==> config.mk <==
export PLATFORM = sky130hd
export DESIGN_NAME = mips_store_monitor_flat
export DESIGN_NICKNAME = d
export VERILOG_FILES = /design/src/rtl/mips_pkg.sv /design/src/rtl/mips_store_monitor_if.sv /design/src/rtl/trace_fifo.sv /design/src/rtl/mips_store_monitor.sv /design/src/flat_wrapper.sv
export SDC_FILE = /design/constraint.sdc
export NUM_CORES = 1
export LEC_CHECK = 0
export CAP_MARGIN = 20
export CORE_MARGIN = 4
export CORE_UTILIZATION = 46
export CTS_BUF_LIST = sky130_fd_sc_hd__clkbuf_8
export DETAILED_ROUTE_END_ITERATION = 10
export HOLD_SLACK_MARGIN = 0.02
export PLACE_DENSITY_LB_ADDON = 0.15
export SYNTH_ARGS = -nofsm -noshare
export SYNTH_HDL_FRONTEND = slang
export SYNTH_SLANG_ARGS = --single-unit
export TNS_END_PERCENT = 20
==> constraint.sdc <==
create_clock -name clk -period 8.32 [get_ports clk]
set_input_delay 0.832 -clock clk [delete_from_list [all_inputs] [get_ports clk]]
set_output_delay 0.832 -clock clk [all_outputs]
set_load 0.05 [all_outputs]
==> src/rtl/mips_pkg.sv <==
// Shared types and constants for the MIPS store monitor.
//   state_t        verdict FSM encoding (RUN / PASS / FAIL)
//   trace_entry_t  one logged store: {addr, data}, 64 bits
//   *_DEF          default pass/allow signature constants
package mips_pkg;

  localparam int unsigned ADDR_W = 32;
  localparam int unsigned DATA_W = 32;
  localparam int unsigned OVF_W  = 16;

  typedef enum logic [1:0] {
    S_RUN  = 2'd0,
    S_PASS = 2'd1,
    S_FAIL = 2'd2
  } state_t;

  localparam logic [ADDR_W-1:0] PASS_ADDR_DEF  = 32'd84;
  localparam logic [DATA_W-1:0] PASS_DATA_DEF  = 32'd7;
  localparam logic [ADDR_W-1:0] ALLOW_ADDR_DEF = 32'd80;

  typedef struct packed {
    logic [ADDR_W-1:0] addr;
    logic [DATA_W-1:0] data;
  } trace_entry_t;

endpackage

==> src/rtl/mips_store_monitor_if.sv <==
// Store-bus and trace-stream signals between the processor/consumer and the monitor.
//   memwrite/dataadr/writedata  processor store bus
//   out_valid/out_ready         trace head handshake
//   out_addr/out_data           trace head payload
// master = processor + trace consumer side, slave = monitor side.
interface mips_store_monitor_if;
  import mips_pkg::*;

  logic              memwrite;
  logic [ADDR_W-1:0] dataadr;
  logic [DATA_W-1:0] writedata;
  logic              out_valid;
  logic              out_ready;
  logic [ADDR_W-1:0] out_addr;
  logic [DATA_W-1:0] out_data;

  modport master (
    output memwrite, dataadr, writedata, out_ready,
    input  out_valid, out_addr, out_data
  );

  modport slave (
    input  memwrite, dataadr, writedata, out_ready,
    output out_valid, out_addr, out_data
  );

endinterface

==> src/rtl/trace_fifo.sv <==
// Synchronous FIFO of trace entries, DEPTH deep (power of 2).
//   clk, rst_n     clock, async active-low reset (pointers/count only)
//   push, wdata    enqueue request; accepted when not full or when popping
//   pop            dequeue request; ignored when empty
//   head           entry at the read pointer (combinational from storage)
//   full, empty    occupancy flags
//   count          entries held, 0..DEPTH
module trace_fifo
  import mips_pkg::*;
#(
  parameter int unsigned DEPTH = 8
) (
  input  logic                   clk,
  input  logic                   rst_n,
  input  logic                   push,
  input  logic                   pop,
  input  trace_entry_t           wdata,
  output trace_entry_t           head,
  output logic                   full,
  output logic                   empty,
  output logic [$clog2(DEPTH):0] count
);

  localparam int unsigned AW = $clog2(DEPTH);
  localparam int unsigned CW = AW + 1;

  trace_entry_t  mem [DEPTH];
  logic [AW-1:0] rd_ptr;
  logic [AW-1:0] wr_ptr;
  logic          do_push;
  logic          do_pop;

  assign empty   = (count == '0);
  assign full    = (count == CW'(DEPTH));
  assign do_pop  = pop && !empty;
  // When full, a simultaneous pop frees the slot the write lands in.
  assign do_push = push && (!full || do_pop);
  assign head    = mem[rd_ptr];

  // Pointer and occupancy tracking.
  always_ff @(posedge clk or negedge rst_n) begin
    if (!rst_n) begin
      rd_ptr <= '0;
      wr_ptr <= '0;
      count  <= '0;
    end else begin
      if (do_push) wr_ptr <= wr_ptr + AW'(1);
      if (do_pop)  rd_ptr <= rd_ptr + AW'(1);
      case ({do_push, do_pop})
        2'b10:   count <= count + CW'(1);
        2'b01:   count <= count - CW'(1);
        default: count <= count;
      endcase
    end
  end

  // Storage is intentionally not reset.
  always_ff @(posedge clk) begin
    if (do_push) mem[wr_ptr] <= wdata;
  end

endmodule

==> src/rtl/mips_store_monitor.sv <==
// Watches the MIPS data-memory store bus, logs every store made while the verdict
// is still open into a trace FIFO, and decides pass/fail from the store stream.
//   clk, reset     clock, async active-low reset
//   bus            store bus in, trace head stream out (slave modport)
//   count          trace entries held
//   overflow_cnt   stores dropped on a full trace, saturating
//   done, pass     verdict reached / verdict is pass
module mips_store_monitor
  import mips_pkg::*;
#(
  parameter int unsigned       DEPTH      = 8,
  parameter logic [ADDR_W-1:0] PASS_ADDR  = PASS_ADDR_DEF,
  parameter logic [DATA_W-1:0] PASS_DATA  = PASS_DATA_DEF,
  parameter logic [ADDR_W-1:0] ALLOW_ADDR = ALLOW_ADDR_DEF
) (
  input  logic                   clk,
  input  logic                   reset,
  mips_store_monitor_if.slave    bus,
  output logic [$clog2(DEPTH):0] count,
  output logic [OVF_W-1:0]       overflow_cnt,
  output logic                   done,
  output logic                   pass
);

  state_t       state_q;
  state_t       state_d;
  logic         done_d;
  logic         pass_d;
  logic         push;
  logic         full;
  logic         empty;
  trace_entry_t wdata;
  trace_entry_t head;

  // Only stores seen while the verdict is open are logged, including the deciding one.
  assign push  = bus.memwrite && (state_q == S_RUN);
  assign wdata = '{addr: bus.dataadr, data: bus.writedata};

  trace_fifo #(
    .DEPTH (DEPTH)
  ) u_trace_fifo (
    .clk   (clk),
    .rst_n (reset),
    .push  (push),
    .pop   (bus.out_ready),
    .wdata (wdata),
    .head  (head),
    .full  (full),
    .empty (empty),
    .count (count)
  );

  assign bus.out_valid = !empty;
  assign bus.out_addr  = head.addr;
  assign bus.out_data  = head.data;

  // Verdict next-state; done/pass are registered from the next state.
  always_comb begin
    state_d = state_q;
    if ((state_q == S_RUN) && bus.memwrite) begin
      if ((bus.dataadr == PASS_ADDR) && (bus.writedata == PASS_DATA)) begin
        state_d = S_PASS;
      end else if (bus.dataadr != ALLOW_ADDR) begin
        state_d = S_FAIL;
      end
    end
    done_d = (state_d != S_RUN);
    pass_d = (state_d == S_PASS);
  end

  always_ff @(posedge clk or negedge reset) begin
    if (!reset) begin
      state_q <= S_RUN;
      done    <= 1'b0;
      pass    <= 1'b0;
    end else begin
      state_q <= state_d;
      done    <= done_d;
      pass    <= pass_d;
    end
  end

  // A push is dropped only when full with no pop (full implies non-empty).
  always_ff @(posedge clk or negedge reset) begin
    if (!reset) begin
      overflow_cnt <= '0;
    end else if (push && full && !bus.out_ready && (overflow_cnt != '1)) begin
      overflow_cnt <= overflow_cnt + OVF_W'(1);
    end
  end

endmodule

==> src/flat_wrapper.sv <==
// flat-port wrapper written by rule: the top's interface ports become plain ports
module mips_store_monitor_flat import mips_pkg::*;
#(
  parameter int unsigned       DEPTH      = 8,
  parameter logic [ADDR_W-1:0] PASS_ADDR  = PASS_ADDR_DEF,
  parameter logic [DATA_W-1:0] PASS_DATA  = PASS_DATA_DEF,
  parameter logic [ADDR_W-1:0] ALLOW_ADDR = ALLOW_ADDR_DEF
)
  (clk, reset, count, overflow_cnt, done, pass, bus_memwrite, bus_dataadr, bus_writedata, bus_out_ready, bus_out_valid, bus_out_addr, bus_out_data);
  mips_store_monitor_if bus_i ();
  input  logic clk;
  input  logic reset;
  output logic [$clog2(DEPTH):0] count;
  output logic [OVF_W-1:0] overflow_cnt;
  output logic done;
  output logic pass;
  input wire logic [$bits(bus_i.memwrite)-1:0] bus_memwrite;
  input wire logic [$bits(bus_i.dataadr)-1:0] bus_dataadr;
  input wire logic [$bits(bus_i.writedata)-1:0] bus_writedata;
  input wire logic [$bits(bus_i.out_ready)-1:0] bus_out_ready;
  output wire logic [$bits(bus_i.out_valid)-1:0] bus_out_valid;
  output wire logic [$bits(bus_i.out_addr)-1:0] bus_out_addr;
  output wire logic [$bits(bus_i.out_data)-1:0] bus_out_data;
  assign bus_i.memwrite = bus_memwrite;
  assign bus_i.dataadr = bus_dataadr;
  assign bus_i.writedata = bus_writedata;
  assign bus_i.out_ready = bus_out_ready;
  assign bus_out_valid = bus_i.out_valid;
  assign bus_out_addr = bus_i.out_addr;
  assign bus_out_data = bus_i.out_data;
  mips_store_monitor #(.DEPTH(DEPTH), .PASS_ADDR(PASS_ADDR), .PASS_DATA(PASS_DATA), .ALLOW_ADDR(ALLOW_ADDR)) u_core (.clk(clk), .reset(reset), .bus(bus_i), .count(count), .overflow_cnt(overflow_cnt), .done(done), .pass(pass));
endmodule
==> results of run 1 <==
final cells by class:
| cell class | count | area (sq um) | area share [%] |
|---|---|---|---|
| clock buffers | 93 | 1280 | 5.19 |
| repair buffers | 169 | 1660 | 6.74 |
| inverters | 4 | 15.0 | 0.0608 |
| multi-input cells | 323 | 4550 | 18.4 |
| flip-flops and latches | 542 | 16100 | 65.4 |
| clock inverters | 61 | 297 | 1.20 |
| well taps | 592 | 741 | 3.00 |
worst max-delay path: stages (launching register included):
cell	delay, ps
dfrtp_4	1100
buf_4	910
mux4_2	410
mux2_2	330
clkdlybuf4s50_1	730
registers in the layout (all words and copies together) (netlist names):
signal                      flops
u_core.u_trace_fifo.mem       512
u_core.overflow_cnt            16
u_core.u_trace_fifo.count       4
u_core.u_trace_fifo.rd_ptr      3
u_core.u_trace_fifo.wr_ptr      3
u_core.state_q                  2
u_core.done                     1
u_core.pass                     1
layout by cell type, fill, tap and decap left out, drive strengths merged, types with 15 or more instances in the layout:
cell type,Yosys,layout
mux4,128,128
mux2,69,69
dfrtp,30,30
nand2,16,16
clkinv,0,29
clkdlybuf4s50,0,154
nor2,17,17
buf,15,15
inv,4,32
edfxtp,512,512
clkbuf,20,93
how the worst max path moves through the flow:
stage          slack, ps                           from  depth (start not counted)                              to
2_1_floorplan       1800   u_core.u_trace_fifo.count[0]                          5   u_core.u_trace_fifo.mem[1][0]
3_3_place_gp        3900  u_core.u_trace_fifo.rd_ptr[1]                          4                 bus_out_data[2]
3_5_place_dp        3860                  bus_out_ready                          6  u_core.u_trace_fifo.mem[5][18]
4_1_cts             3190  u_core.u_trace_fifo.rd_ptr[1]                          4                 bus_out_data[2]
5_1_grt             3110  u_core.u_trace_fifo.rd_ptr[1]                          4                bus_out_addr[30]
6_report            3320  u_core.u_trace_fifo.rd_ptr[1]                          4                 bus_out_data[2]
where the power goes:
part	internal (mW)	total, mW	switching [mW]
clock network	1.09	2.07	0.983
logic	0.0298	0.0750	0.0452
registers	2.98	2.98	0
total	4.10	5.13	1.03
per-stage QoR:
step	util, %	cell area [sq um]	instances	worst slack (ps)
2_1_floorplan	-	20800	904	1800
3_3_place_gp	52.0	23100	1629	3900
3_5_place_dp	52.0	23100	1629	3860
4_1_cts	55.6	24700	1783	3190
5_1_grt	55.6	24700	1784	3110
6_report	55.6	24700	1784	3320
layer usage:
layer  track usage (%)  vias to the layer above  part of all wire, %
li1                  -                     4272                    -
met1              26.0                     5165                   44
met2              28.9                      272                   49
met3              3.89                       73                  6.1
met4              5.47                        6                  1.7
met5                 0                        -                0.078
cells by family after synthesis:
kind of cell    Yosys count  synth area share, %
flops                   542                 77.6
mux                     199                 17.7
simple gates             86                 2.40
buf+inv                  39                0.789
xor+xnor                 18                0.759
compound gates           16                0.506
fa+ha+maj                 4                0.241
==> results.md, run 1 <==
- Startpoint of the worst hold path: u_core.state_q[1]
- Syn avg cell area: 23.0 sq um
- Async SR Flop Fraction: 5.54%
- DIE WIDTH: 221 um
- Antenna-violating nets left: 0
- Num Clock Sinks: 542
- # diodes: 0
- Root Buffer: clkbuf_8
- Hold WC Path Type: flip-flop to flip-flop
- CP Class: flip-flop to output pin
- Worst Tran Pin Value: 1080 ps
- Maximum VDD drop: 0.000101 V
- Synthesized area: 20800 sq um
- Worst Path Arrival: 4170 ps
- Layout cells sized above 1: 28.2%
- WHS Endpoint: u_core.pass
- CTS tree: built
- Flops & latches, synth: 542
- Area grow syn2layout: 18.8%
- Outcome: finished, final reports clean
- IO Port Bufs: 154
- Worst hold slack: 467 ps
- Fin crit share: 60.1%
- Vias in the first global route: 10600
- Final GP Congestion: 0.751
- Hold buffer count at cts: 0
- Max Fclk: 200 MHz
- Pre-antenna DRT Iters: 4
- Postcts setup bufs: 0
- Row Count: 77
- Min-Delay Path Depth: 1
- Die area: 48600 sq um
- Die Height: 221 um
- Synth Warn #: 0
- Power, Total: 5.13 mW
- IO Pins: 155
- Largest net degree at the start of global routing: 105
- Initial core utilization: 46.8%
- Biggest area consumer among synthesized cells: edfxtp_1
- Synth area leaders: edfxtp_1, mux4_2, mux2_2
- TNS Setup: 0 ps
- Worst r2r src: u_core.state_q[1]
- Syn Inst Count: 904
- Max Cap Violations: 0
- Crit path max fanout: 66
- P per Cell Area: 208 nW/um^2
- Cts repair resizes: 0
- CTS buffer count: 88
- Commonest cells post-synth: edfxtp_1, mux4_2, mux2_2, dfrtp_1, clkbuf_1
- Mapped Nets: 976
- DR vias: 9788
- Skew final: 16.7 ps
- Core Area: 44400 sq um
- Slew Limit Fails: 0
- Number of synthesized flops with an enable pin: 512
- Grt ovf: 0
- Htree depth: 3
- Final #Nets: 1200
- Pleak: 7.75 nW
- Library cells used by synthesis: 38
- Final Hold Viols: 0
- R2R cell count: 6
- Max Root-Sink Buffers: 3
- Post-synth top area share: 74.0%
- Register-to-register setup slack: 4710 ps
- GRT Total Usage: 18.3%
- Setup crit start kind: flip-flop
- Reg clk slew, reported paths: 60 ps
- Setup-failing EPs final: 0
- Clock Latency Late Sink: 640 ps
- Crit path required time: 7490 ps
- Rel. slew slack: 28.2%
- Initial antenna violation count: 3
- Sequential fraction of the synthesis area: 77.6%
- Synth Flop Type: edfxtp_1
- First-pass GRT wire length: 65300 um
- DPL Wire Length: 22700 um
- Iter 0 DRT Violations: 657
- Unrepaired setup endpoints after global routing: no
- CP Capture Type: output pin
- Total wire length: 43400 um
- Fillers: 3329
- Count leader, synth: edfxtp_1
- WL/cell: 24.3 um
- Vias per cell: 5.49
- Reg2Reg Capture Point: u_core.u_trace_fifo.mem[4][53]
- Period minus WS final: 5000 ps
- Drt drc: 0
No activity file was read; power rests on OpenSTA's default activity.
==> run 2: changes to the inputs <==
clock period = 4.3 ns   (was 8.32 ns; I/O delays follow)
==> run 2 against run 1 <==
Sequential cell count stayed put; cell count is 1.0% higher; routed wire length is 0.41% lower; sequential share of layout area is 0.52 points lower; critical path depth stayed put; core utilization is 0.45 points higher; combinational power is 96% higher; hold slack worse by 260 ps; critical path type unchanged; critical endpoint is now bus_out_data[5]; largest cell class unchanged; largest power group unchanged.
==> results.md, run 2 (synthesized netlist as in run 1, its figures left out) <==
- Reg2Reg Capture Point: u_core.u_trace_fifo.mem[4][10]
- CP Capture Type: output pin
- Final Hold Viols: 0
- CTS buffer count: 87
- Crit path max fanout: 40
- IO Port Bufs: 154
- GRT Total Usage: 18.2%
- First-pass GRT wire length: 65600 um
- Critical path cell sequence: buf_4, mux4_2, mux2_2, clkdlybuf4s50_1
- Row Count: 77
- Fillers: 3346
- Fin area: 24900 sq um
- Fin crit share: 86.3%
- Postcts setup bufs: 0
- Rel. slew slack: 54.1%
- Hold WC Path Type: input port to asynchronous set/reset pin
- Iter 0 DRT Violations: 773
- Unrepaired setup endpoints after global routing: no
- Crit path required time: 3870 ps
- Period minus WS final: 3710 ps
- CP Class: flip-flop to output pin
- Worst Tran Pin Value: 688 ps
- Setup crit start kind: flip-flop
- Vias in the first global route: 10600
- Top reg by flops: u_core.u_trace_fifo.mem
- Initial core utilization: 46.8%
- Die Height: 221 um
- Worst r2r src: u_core.state_q[1]
- Critical Path Max Stage Delay: 870 ps
- Slew Limit Fails: 0
- Outcome: finished, final reports clean
- Skew final: 18.7 ps
- Largest net degree at the start of global routing: 65
- Die area: 48600 sq um
- Cts repair resizes: 0
- WL/cell: 24.0 um
- Antenna-violating nets left: 0
- Register-to-register setup slack: 1750 ps
- Layout cells sized above 1: 29.1%
- Max Root-Sink Buffers: 3
- Source of the critical timing path: u_core.u_trace_fifo.rd_ptr[1]
- Worst Path Arrival: 3280 ps
- TNS Setup: 0 ps
- Final GP Congestion: 0.725
- Setup crit end: bus_out_data[5]
- Max FFs per register: 512
- IO Pins: 155
- Maximum VDD drop: 0.000246 V
- CTS tree: built
- Pre-antenna DRT Iters: 5
- Power, Total: 9.86 mW
- Area grow syn2layout: 19.7%
- Num Clock Sinks: 542
- DR vias: 9849
- Most used cells in the layout excluding fill and tap cells: edfxtp_1, clkdlybuf4s50_1, mux4_2
- Area after DPL: 23300 sq um
- P per Cell Area: 397 nW/um^2
- Vias per cell: 5.47
- Grt ovf: 0
- Clock Latency Late Sink: 630 ps
- Hold buffer count at cts: 0
- Drt drc: 0
- Setup-failing EPs final: 0
- Final #Nets: 1212
- Total wire length: 43200 um
- Pleak: 7.82 nW
- R2R cell count: 7
- Max Cap Violations: 0
- Reg clk slew, reported paths: 60 ps
- DPL Wire Length: 23700 um
- DIE WIDTH: 221 um
- Htree depth: 3
- Max Fclk: 269 MHz
- Commonest non-fill, non-tap cell in the layout: edfxtp_1
- CP max stage cell: dfrtp_4
- Root Buffer: clkbuf_8
- Top Registers: u_core.u_trace_fifo.mem: 512 flops, u_core.overflow_cnt: 16 flops, u_core.u_trace_fifo.count: 4 flops
- Initial antenna violation count: 5
- Core Area: 44400 sq um
## run 2: changes by cell type in the layout (fill, tap and decap cells not counted), sizes merged
cell / delta
buf: +13
clkbuf: -3
inv: +6
clkinvlp: +1
diode: +2
bufinv: -1
## run 2: metal layers
metal	part of all wire (%)	global-route usage, %	wire length (um)
met5	0.049	0	21
met2	48	28.5	20900
met1	44	25.8	19100
met3	5.8	4.61	2500
met4	1.5	5.43	662
## run 2: report_power, final
group / switching (mW) / leakage [nW] / internal [mW]
clock: 1.94 / 0.901 / 2.01
combinational: 0.0891 / 1.93 / 0.0577
sequential: 0 / 4.99 / 5.77
total: 2.03 / 7.82 / 7.84
## run 2: final cells by class
type	count	area, sq um	area share [%]
clock buffer	90	1240	4.98
timing repair buffer	182	1860	7.49
tap	592	741	2.98
sequential	542	16100	64.9
inverter	4	15.0	0.0604
antenna	2	5.00	0.0201
multi-input combinational	323	4560	18.3
clock inverter	67	318	1.28
## run 2: worst min-delay path by stage
| stage | startpoint | end | slack (ps) |
|---|---|---|---|
| floorplan | reset | u_core.done | 130 |
| global placement | u_core.state_q[1] | u_core.pass | 480 |
| detailed placement | u_core.state_q[1] | u_core.pass | 460 |
| CTS | reset | u_core.overflow_cnt[10] | 150 |
| global route | reset | u_core.overflow_cnt[1] | 180 |
| finish | reset | u_core.overflow_cnt[4] | 210 |
## run 2: metrics by stage
step / instances / worst slack, ps / hold slack, ps / utilization, %
4_1_cts: 1800 / 495 / 151 / 56.0
3_3_place_gp: 1643 / 1220 / 484 / 52.5
6_report: 1802 / 588 / 206 / 56.0
3_5_place_dp: 1643 / 1220 / 464 / 52.5
2_1_floorplan: 904 / -507 / 134 / -
5_1_grt: 1801 / 461 / 183 / 56.0
## run 2: worst max-delay path, delay by kind of cell, from the launching register on
kind / cells / cell delay [ps]
mux: 2 / 640
flops: 1 / 870
buf+inv: 2 / 1110
==> run 3: changes to the inputs <==
CAP_MARGIN = not set   (was 20)
==> results of run 3 <==
Final layout, timing and power as in run 2 (identical DEF).
